===== src/rtl/video_timing_pkg.sv =====
// video_timing_pkg: shared definitions for the video timing generator.
//   pattern_t    - run-time test pattern selection (matches pattern_sel encoding)
//   VGA_*        - 640x480 @ 60 Hz default geometry
//   SIM_*        - 320x240 reduced geometry for faster simulation
package video_timing_pkg;

  typedef enum logic [1:0] {
    PAT_SOLID = 2'd0,
    PAT_BARS  = 2'd1,
    PAT_CHECK = 2'd2,
    PAT_GRAD  = 2'd3
  } pattern_t;

  localparam int VGA_H_ACTIVE = 640;
  localparam int VGA_H_FP     = 16;
  localparam int VGA_H_SYNC   = 96;
  localparam int VGA_H_BP     = 48;
  localparam int VGA_V_ACTIVE = 480;
  localparam int VGA_V_FP     = 10;
  localparam int VGA_V_SYNC   = 2;
  localparam int VGA_V_BP     = 33;

  localparam int SIM_H_ACTIVE = 320;
  localparam int SIM_H_FP     = 8;
  localparam int SIM_H_SYNC   = 48;
  localparam int SIM_H_BP     = 24;
  localparam int SIM_V_ACTIVE = 240;
  localparam int SIM_V_FP     = 5;
  localparam int SIM_V_SYNC   = 2;
  localparam int SIM_V_BP     = 16;

endpackage


===== src/rtl/video_timing_gen_pattern.sv =====
// video_pattern: combinational test-pattern colour generator.
//   i_h_cnt / i_v_cnt - current pixel counters
//   i_pat             - pattern latched for this frame
//   i_frame_cnt       - frame counter (animates the gradient blue channel)
//   i_bar_idx         - colour-bar index 0..7 from the bar down-counter
//   o_red/green/blue  - unregistered colour, not yet blank-qualified
module video_pattern
  import video_timing_pkg::*;
#(
  parameter int HW = 10,
  parameter int VW = 10,
  parameter int CB = 3
) (
  input  logic [HW-1:0] i_h_cnt,
  input  logic [VW-1:0] i_v_cnt,
  input  pattern_t      i_pat,
  input  logic [7:0]    i_frame_cnt,
  input  logic [2:0]    i_bar_idx,
  output logic [CB-1:0] o_red,
  output logic [CB-1:0] o_green,
  output logic [CB-1:0] o_blue
);

  logic [CB-1:0] w_h_grad;
  logic [CB-1:0] w_v_grad;
  logic [CB-1:0] w_f_grad;
  logic          w_check;

  // Shift-then-resize: bits beyond the counter width read as zero.
  assign w_h_grad = CB'(i_h_cnt >> 4);
  assign w_v_grad = CB'(i_v_cnt >> 4);
  assign w_f_grad = CB'(i_frame_cnt);
  assign w_check  = 1'(i_h_cnt >> 4) ^ 1'(i_v_cnt >> 4);

  always_comb begin
    o_red   = '0;
    o_green = '0;
    o_blue  = '0;
    case (i_pat)
      PAT_SOLID: begin
        o_red   = '1;
        o_green = '1;
        o_blue  = '1;
      end
      PAT_BARS: begin
        o_red   = {CB{i_bar_idx[2]}};
        o_green = {CB{i_bar_idx[1]}};
        o_blue  = {CB{i_bar_idx[0]}};
      end
      PAT_CHECK: begin
        o_red   = {CB{w_check}};
        o_green = {CB{w_check}};
        o_blue  = {CB{w_check}};
      end
      PAT_GRAD: begin
        o_red   = w_h_grad;
        o_green = w_v_grad;
        o_blue  = w_f_grad;
      end
      default: ;
    endcase
  end

endmodule


===== src/rtl/video_timing_gen.sv =====
// video_timing_gen: parametrised video timing and test-pattern generator.
//   clk, rst_n      - pixel clock, async active-low reset
//   en              - advance one pixel per clock when 1, hold everything when 0
//   pattern_sel     - test pattern, sampled once per frame at pixel (0,0)
//   hsync, vsync    - syncs, active level set by H_POL / V_POL
//   blank           - 1 outside the active region (RGB forced to 0)
//   red/green/blue  - pixel colour, COLOR_BITS per channel
//   x, y            - counter values of the pixel currently on the outputs
//   frame_start     - high with pixel (0,0); line_start - high with x=0
// All outputs are registered: outputs after an edge describe the counter
// state that existed before that edge.
module video_timing_gen
  import video_timing_pkg::*;
#(
  parameter int H_ACTIVE   = VGA_H_ACTIVE,
  parameter int H_FP       = VGA_H_FP,
  parameter int H_SYNC     = VGA_H_SYNC,
  parameter int H_BP       = VGA_H_BP,
  parameter int V_ACTIVE   = VGA_V_ACTIVE,
  parameter int V_FP       = VGA_V_FP,
  parameter int V_SYNC     = VGA_V_SYNC,
  parameter int V_BP       = VGA_V_BP,
  parameter bit H_POL      = 1'b0,
  parameter bit V_POL      = 1'b0,
  parameter int COLOR_BITS = 3,
  localparam int H_TOTAL   = H_ACTIVE + H_FP + H_SYNC + H_BP,
  localparam int V_TOTAL   = V_ACTIVE + V_FP + V_SYNC + V_BP,
  localparam int HW        = $clog2(H_TOTAL),
  localparam int VW        = $clog2(V_TOTAL)
) (
  input  logic                  clk,
  input  logic                  rst_n,
  input  logic                  en,
  input  logic [1:0]            pattern_sel,
  output logic                  hsync,
  output logic                  vsync,
  output logic                  blank,
  output logic [COLOR_BITS-1:0] red,
  output logic [COLOR_BITS-1:0] green,
  output logic [COLOR_BITS-1:0] blue,
  output logic [HW-1:0]         x,
  output logic [VW-1:0]         y,
  output logic                  frame_start,
  output logic                  line_start
);

  localparam int BAR_W = H_ACTIVE / 8;

  localparam logic [HW-1:0] H_LAST   = HW'(H_TOTAL - 1);
  localparam logic [VW-1:0] V_LAST   = VW'(V_TOTAL - 1);
  localparam logic [HW-1:0] BAR_LAST = HW'(BAR_W - 1);
  // One extra bit so a sync end equal to the total does not overflow.
  localparam logic [HW:0]   H_ACT_E  = (HW+1)'(H_ACTIVE);
  localparam logic [HW:0]   H_SS_E   = (HW+1)'(H_ACTIVE + H_FP);
  localparam logic [HW:0]   H_SE_E   = (HW+1)'(H_ACTIVE + H_FP + H_SYNC);
  localparam logic [VW:0]   V_ACT_E  = (VW+1)'(V_ACTIVE);
  localparam logic [VW:0]   V_SS_E   = (VW+1)'(V_ACTIVE + V_FP);
  localparam logic [VW:0]   V_SE_E   = (VW+1)'(V_ACTIVE + V_FP + V_SYNC);

  logic [HW-1:0] r_h_cnt;
  logic [VW-1:0] r_v_cnt;
  logic [7:0]    r_frame_cnt;
  pattern_t      r_pat_q;
  logic [HW-1:0] r_bar_cnt;
  logic [2:0]    r_bar_idx;

  logic            w_h_wrap;
  logic            w_v_wrap;
  logic            w_line0;
  logic            w_origin;
  logic            w_active;
  logic            w_hs_on;
  logic            w_vs_on;
  pattern_t        w_pat;
  logic [COLOR_BITS-1:0] w_red;
  logic [COLOR_BITS-1:0] w_green;
  logic [COLOR_BITS-1:0] w_blue;

  assign w_h_wrap = (r_h_cnt == H_LAST);
  assign w_v_wrap = (r_v_cnt == V_LAST);
  assign w_line0  = (r_h_cnt == '0);
  assign w_origin = w_line0 && (r_v_cnt == '0);
  assign w_active = ({1'b0, r_h_cnt} < H_ACT_E) && ({1'b0, r_v_cnt} < V_ACT_E);
  assign w_hs_on  = ({1'b0, r_h_cnt} >= H_SS_E) && ({1'b0, r_h_cnt} < H_SE_E);
  assign w_vs_on  = ({1'b0, r_v_cnt} >= V_SS_E) && ({1'b0, r_v_cnt} < V_SE_E);

  // Pixel (0,0) is rendered with the pattern being latched on that same
  // edge, so a whole frame always shows one pattern.
  assign w_pat = w_origin ? pattern_t'(pattern_sel) : r_pat_q;

  video_pattern #(
    .HW (HW),
    .VW (VW),
    .CB (COLOR_BITS)
  ) u_pattern (
    .i_h_cnt     (r_h_cnt),
    .i_v_cnt     (r_v_cnt),
    .i_pat       (w_pat),
    .i_frame_cnt (r_frame_cnt),
    .i_bar_idx   (r_bar_idx),
    .o_red       (w_red),
    .o_green     (w_green),
    .o_blue      (w_blue)
  );

  always_ff @(posedge clk or negedge rst_n) begin
    if (!rst_n) begin
      r_h_cnt     <= '0;
      r_v_cnt     <= '0;
      r_frame_cnt <= '0;
      r_pat_q     <= PAT_SOLID;
      r_bar_cnt   <= BAR_LAST;
      r_bar_idx   <= '0;
      hsync       <= ~H_POL;
      vsync       <= ~V_POL;
      blank       <= 1'b1;
      red         <= '0;
      green       <= '0;
      blue        <= '0;
      x           <= '0;
      y           <= '0;
      frame_start <= 1'b0;
      line_start  <= 1'b0;
    end else if (en) begin
      if (w_h_wrap) begin
        r_h_cnt <= '0;
        r_v_cnt <= w_v_wrap ? '0 : r_v_cnt + VW'(1);
        if (w_v_wrap) r_frame_cnt <= r_frame_cnt + 8'd1;
      end else begin
        r_h_cnt <= r_h_cnt + HW'(1);
      end

      if (w_origin) r_pat_q <= pattern_t'(pattern_sel);

      // Bar state tracks r_h_cnt: index/count describe the pixel being counted.
      if (w_h_wrap) begin
        r_bar_cnt <= BAR_LAST;
        r_bar_idx <= '0;
      end else if (r_bar_cnt == '0) begin
        r_bar_cnt <= BAR_LAST;
        if (r_bar_idx != 3'd7) r_bar_idx <= r_bar_idx + 3'd1;
      end else begin
        r_bar_cnt <= r_bar_cnt - HW'(1);
      end

      hsync       <= w_hs_on ? H_POL : ~H_POL;
      vsync       <= w_vs_on ? V_POL : ~V_POL;
      blank       <= ~w_active;
      red         <= w_active ? w_red   : '0;
      green       <= w_active ? w_green : '0;
      blue        <= w_active ? w_blue  : '0;
      x           <= r_h_cnt;
      y           <= r_v_cnt;
      frame_start <= w_origin;
      line_start  <= w_line0;
    end
  end

endmodule


===== config.mk =====
export PLATFORM = sky130hd
export DESIGN_NAME = video_timing_gen
export DESIGN_NICKNAME = d
export VERILOG_FILES = /design/src/rtl/video_timing_pkg.sv /design/src/rtl/video_timing_gen_pattern.sv /design/src/rtl/video_timing_gen.sv
export SDC_FILE = /design/constraint.sdc
export NUM_CORES = 1
export LEC_CHECK = 0
export BUFFER_PORTS_ARGS = -buffer_cell sky130_fd_sc_hd__buf_2
export CAP_MARGIN = 20
export CELL_PAD_IN_SITES_DETAIL_PLACEMENT = 0
export CELL_PAD_IN_SITES_GLOBAL_PLACEMENT = 2
export CORE_MARGIN = 3
export CORE_UTILIZATION = 38
export DETAILED_ROUTE_END_ITERATION = 10
export GPL_TIMING_DRIVEN = 0
export PLACE_DENSITY = 0.82
export SETUP_SLACK_MARGIN = 0.3
export SKIP_CTS_REPAIR_TIMING = 1
export SLEW_MARGIN = 20
export SYNTH_ARGS = -nofsm -noshare
export SYNTH_HDL_FRONTEND = slang
export SYNTH_SLANG_ARGS = --single-unit

===== constraint.sdc =====
create_clock -name clk -period 2.75 [get_ports clk]
set_clock_uncertainty 0.05 [all_clocks]
set_input_delay 0 -clock clk [delete_from_list [all_inputs] [get_ports clk]]
set_output_delay 0 -clock clk [all_outputs]
set_load 0.005 [all_outputs]

==> flow_summary.json <==
{
  "ys_types": 43,
  "synth_common_cells": "64 x dfrtp_1, 26 x nand2_1, 25 x mux2_2",
  "fin_crit_ns": 2.345,
  "arrival_ns": 2.51,
  "holdWs_ns": 0.03509,
  "core_area_sq_um": 8763,
  "routed_via_density": 5.170,
  "synthesis.area_sq_um": 3437,
  "syn-num-nets": 324,
  "num_antenna_cells": 0,
  "fp.dieH_um": 101.1,
  "max_clock_freq_ghz": 0.4265,
  "drv_cap": 0,
  "rsz0062_at_grt": "no",
  "numClockSinks": 72,
  "synth_seq_area_share": 0.5271,
  "htree_levels": 3,
  "status": "finished clean",
  "ctsLongestPathBuffers": 2,
  "multi_input_area_sq_um": 1508,
  "synth_area_per_cell_sq_um": 11.05,
  "yosys.area_share.adder": 0.02912,
  "drc": 0,
  "finalNetCount": 381,
  "synth_compound_area_frac": 0.07499,
  "p_leak_nw": 1.859,
  "grt_max_degree": 49,
  "syn_inst": 311,
  "ios": 39,
  "drt_iter0_drc": 62,
  "critPathKind": "flip-flop to flip-flop",
  "hold_path.class": "input pin to flip-flop",
  "grt_overflow": 0,
  "yosys_warnings": 0,
  "wl_per_cell_um": 15.32,
  "rows": 34,
  "antenna_left": 0,
  "grt_antenna_before_repair": 0,
  "cpMaxStageDelayCell": "or4b_4",
  "yosysMostFrequentCell": "dfrtp_1",
  "cts_buffers": 9,
  "ir_drop_v": 0.0002798,
  "fp.dieW_um": 101.1,
  "synth_top_family_by_area": "simple AND/OR/NAND/NOR gates",
  "drt-pass1-iter-count": 4,
  "crit_fanout": 9,
  "final-setup-viol-count": 0,
  "slew_headroom": 0.4901,
  "finalMaxSlewViolations": 0,
  "cp.required_ns": 2.91,
  "fin_crit_sh": 0.8526,
  "cts.clk_slew.worst_paths_ns": 0.08,
  "cellPowerDensity_nw_per_um2": 696.6,
  "synth_top_area_cell": "dfrtp_1",
  "worst_pin_slew_ns": 0.7579,
  "synth-xor-area-share": 0.05351,
  "critPathCaptureType": "flip-flop",
  "path_delay_family": "simple AND/OR/NAND/NOR gates",
  "final.setup.tns_ns": 0,
  "num_vias": 2487,
  "ys.flop_type": "dfrtp_1",
  "clock_latency_ns": 0.35,
  "synth_top_area_share": 0.4660,
  "async_flop_share": 1.000,
  "synthSimpleGateAreaFrac": 0.1726,
  "grt.total_usage": 0.1550,
  "hold_viol_final": 0,
  "wirelength_um": 7368,
  "ys_ff_latch": 72,
  "crit_chain": "clkbuf_2 -> or4b_4 -> nor4_4 -> nand2_2 -> mux2i_1 -> o221ai_1",
  "die_area_sq_um": 10220,
  "ys_top_cells_by_area": "dfrtp_1 47%, mux2_2 8.2%, dfstp_2 6.1%",
  "port_buffers": 38,
  "final-seq-area_sq_um": 1812,
  "critPathLaunchType": "flip-flop",
  "cts_tree": "built",
  "cts-root-buf": "clkbuf_8",
  "crit_buf_inv": 1,
  "synth.area.mux_share": 0.1008,
  "hpwl_um": 5142,
  "gp_congestion": 0.7211,
  "slowest_delay_ns": 0.57,
  "drive_gt1_frac": 0.2815,
  "p_total_mw": 2.830,
  "grt_pass1_wl_um": 12350,
  "synth-edff-count": 0,
  "fill_cells": 837,
  "area_delta_synth_final_pct": 18.20,
  "grt_pass1_vias": 2397,
  "initial_core_util": 0.3922
}
path summary, 6_finish.rpt:
path,startpoint,endpoint,slack (ns),depth (start not counted)
worst min register to register,r_frame_cnt[2]$_DFFE_PN0P_,r_frame_cnt[2]$_DFFE_PN0P_,0.43,1
worst max-delay path,r_h_cnt[8]$_DFFE_PN0P_,blue[0]$_DFFE_PN0P_,0.41,6
min in group asynchronous,rst_n,blue[0]$_DFFE_PN0P_,0.05,2
worst max register to register,r_h_cnt[8]$_DFFE_PN0P_,blue[0]$_DFFE_PN0P_,0.41,6
worst min-delay path,en,r_h_cnt[0]$_DFFE_PN0P_,0.04,3
max in group asynchronous,rst_n,hsync$_DFFE_PN1P_,1.99,3
cells in the final DEF (no fill, tap or decap), types with 2 or more instances in the layout:
| cell type | n |
|---|---|
| a21oi_1 | 2 |
| a22o_1 | 2 |
| and3_1 | 4 |
| buf_1 | 4 |
| buf_2 | 37 |
| buf_4 | 4 |
| buf_6 | 2 |
| clkbuf_1 | 8 |
| clkbuf_2 | 2 |
| clkbuf_8 | 10 |
| clkinv_2 | 3 |
| dfrtp_1 | 64 |
| dfstp_2 | 8 |
| dlygate4sd3_1 | 3 |
| ha_1 | 8 |
| inv_1 | 20 |
| mux2_2 | 26 |
| mux2i_1 | 5 |
| nand2_1 | 26 |
| nand2b_1 | 12 |
| nand3_1 | 7 |
| nand4_1 | 13 |
| nor2_1 | 17 |
| nor3_1 | 4 |
| nor4_1 | 5 |
| nor4_4 | 2 |
| o21a_1 | 2 |
| o21ai_0 | 20 |
| o221ai_1 | 9 |
| o31ai_1 | 2 |
| or3_1 | 3 |
| xnor2_1 | 16 |
| xor2_1 | 5 |
registers in the layout, summed over array words and instances, names as in the netlist, 2 cells and up:
register and cells:
r_bar_idx 3, blue 3, r_h_cnt 10, r_v_cnt 10
red 3, r_frame_cnt 3, x 10, y 10
green 3, r_bar_cnt 10, r_pat_q 2
report_power, final:
| part | leakage (nW) | internal, mW | switching [mW] |
|---|---|---|---|
| Combinational | 0.868 | 0.267 | 0.297 |
| Sequential | 0.891 | 1.27 | 0.172 |
| Clock | 0.100 | 0.440 | 0.385 |
area by class of cell:
| type | instances | share of cell area |
|---|---|---|
| flip-flops and latches | 72 | 0.4460 |
| multi-input cells | 206 | 0.3711 |
| repair buffers | 45 | 0.06714 |
| clock buffers | 12 | 0.03573 |
| well taps | 108 | 0.03326 |
| inverters | 20 | 0.01848 |
| plain buffers | 14 | 0.01725 |
| clock inverters | 4 | 0.01109 |
metal layers:
| metal | wire length [um] | part of all wire | track usage | vias up |
|---|---|---|---|---|
| met5 | 0 | 0 | 0 | - |
| met4 | 106 | 0.014 | 0.05828 | 0 |
| met3 | 318 | 0.043 | 0.03806 | 9 |
| met2 | 3274 | 0.44 | 0.2198 | 50 |
| met1 | 3669 | 0.50 | 0.2283 | 1210 |
| li1 | - | - | - | 1218 |
metrics by stage:
step                      cells  area [sq um]  worst slack [ns]    util
final                       481          4063            0.4052  0.4636
after global routing        481          4063            0.3139  0.4636
after CTS                   474          3983            0.2788  0.4545
after detailed placement    458          3792            0.2815  0.4328
after global placement      457          3762            0.2758  0.4293
after floorplan             311          3437            0.6901       -
logic make-up after synthesis:
group / after synthesis
fa+ha+maj: 8
simple gates: 105
flops: 72
xor+xnor: 21
mux: 31
compound gates: 40
buf+inv: 34
tightest hold or removal path: cells and delay by family:
kind                   cells  cell delay [ns]
buffers and inverters      1             0.13
muxes                      1             0.09
and+or+nand+nor            1             0.16
Note: power is estimated with default switching activity, not from simulation.
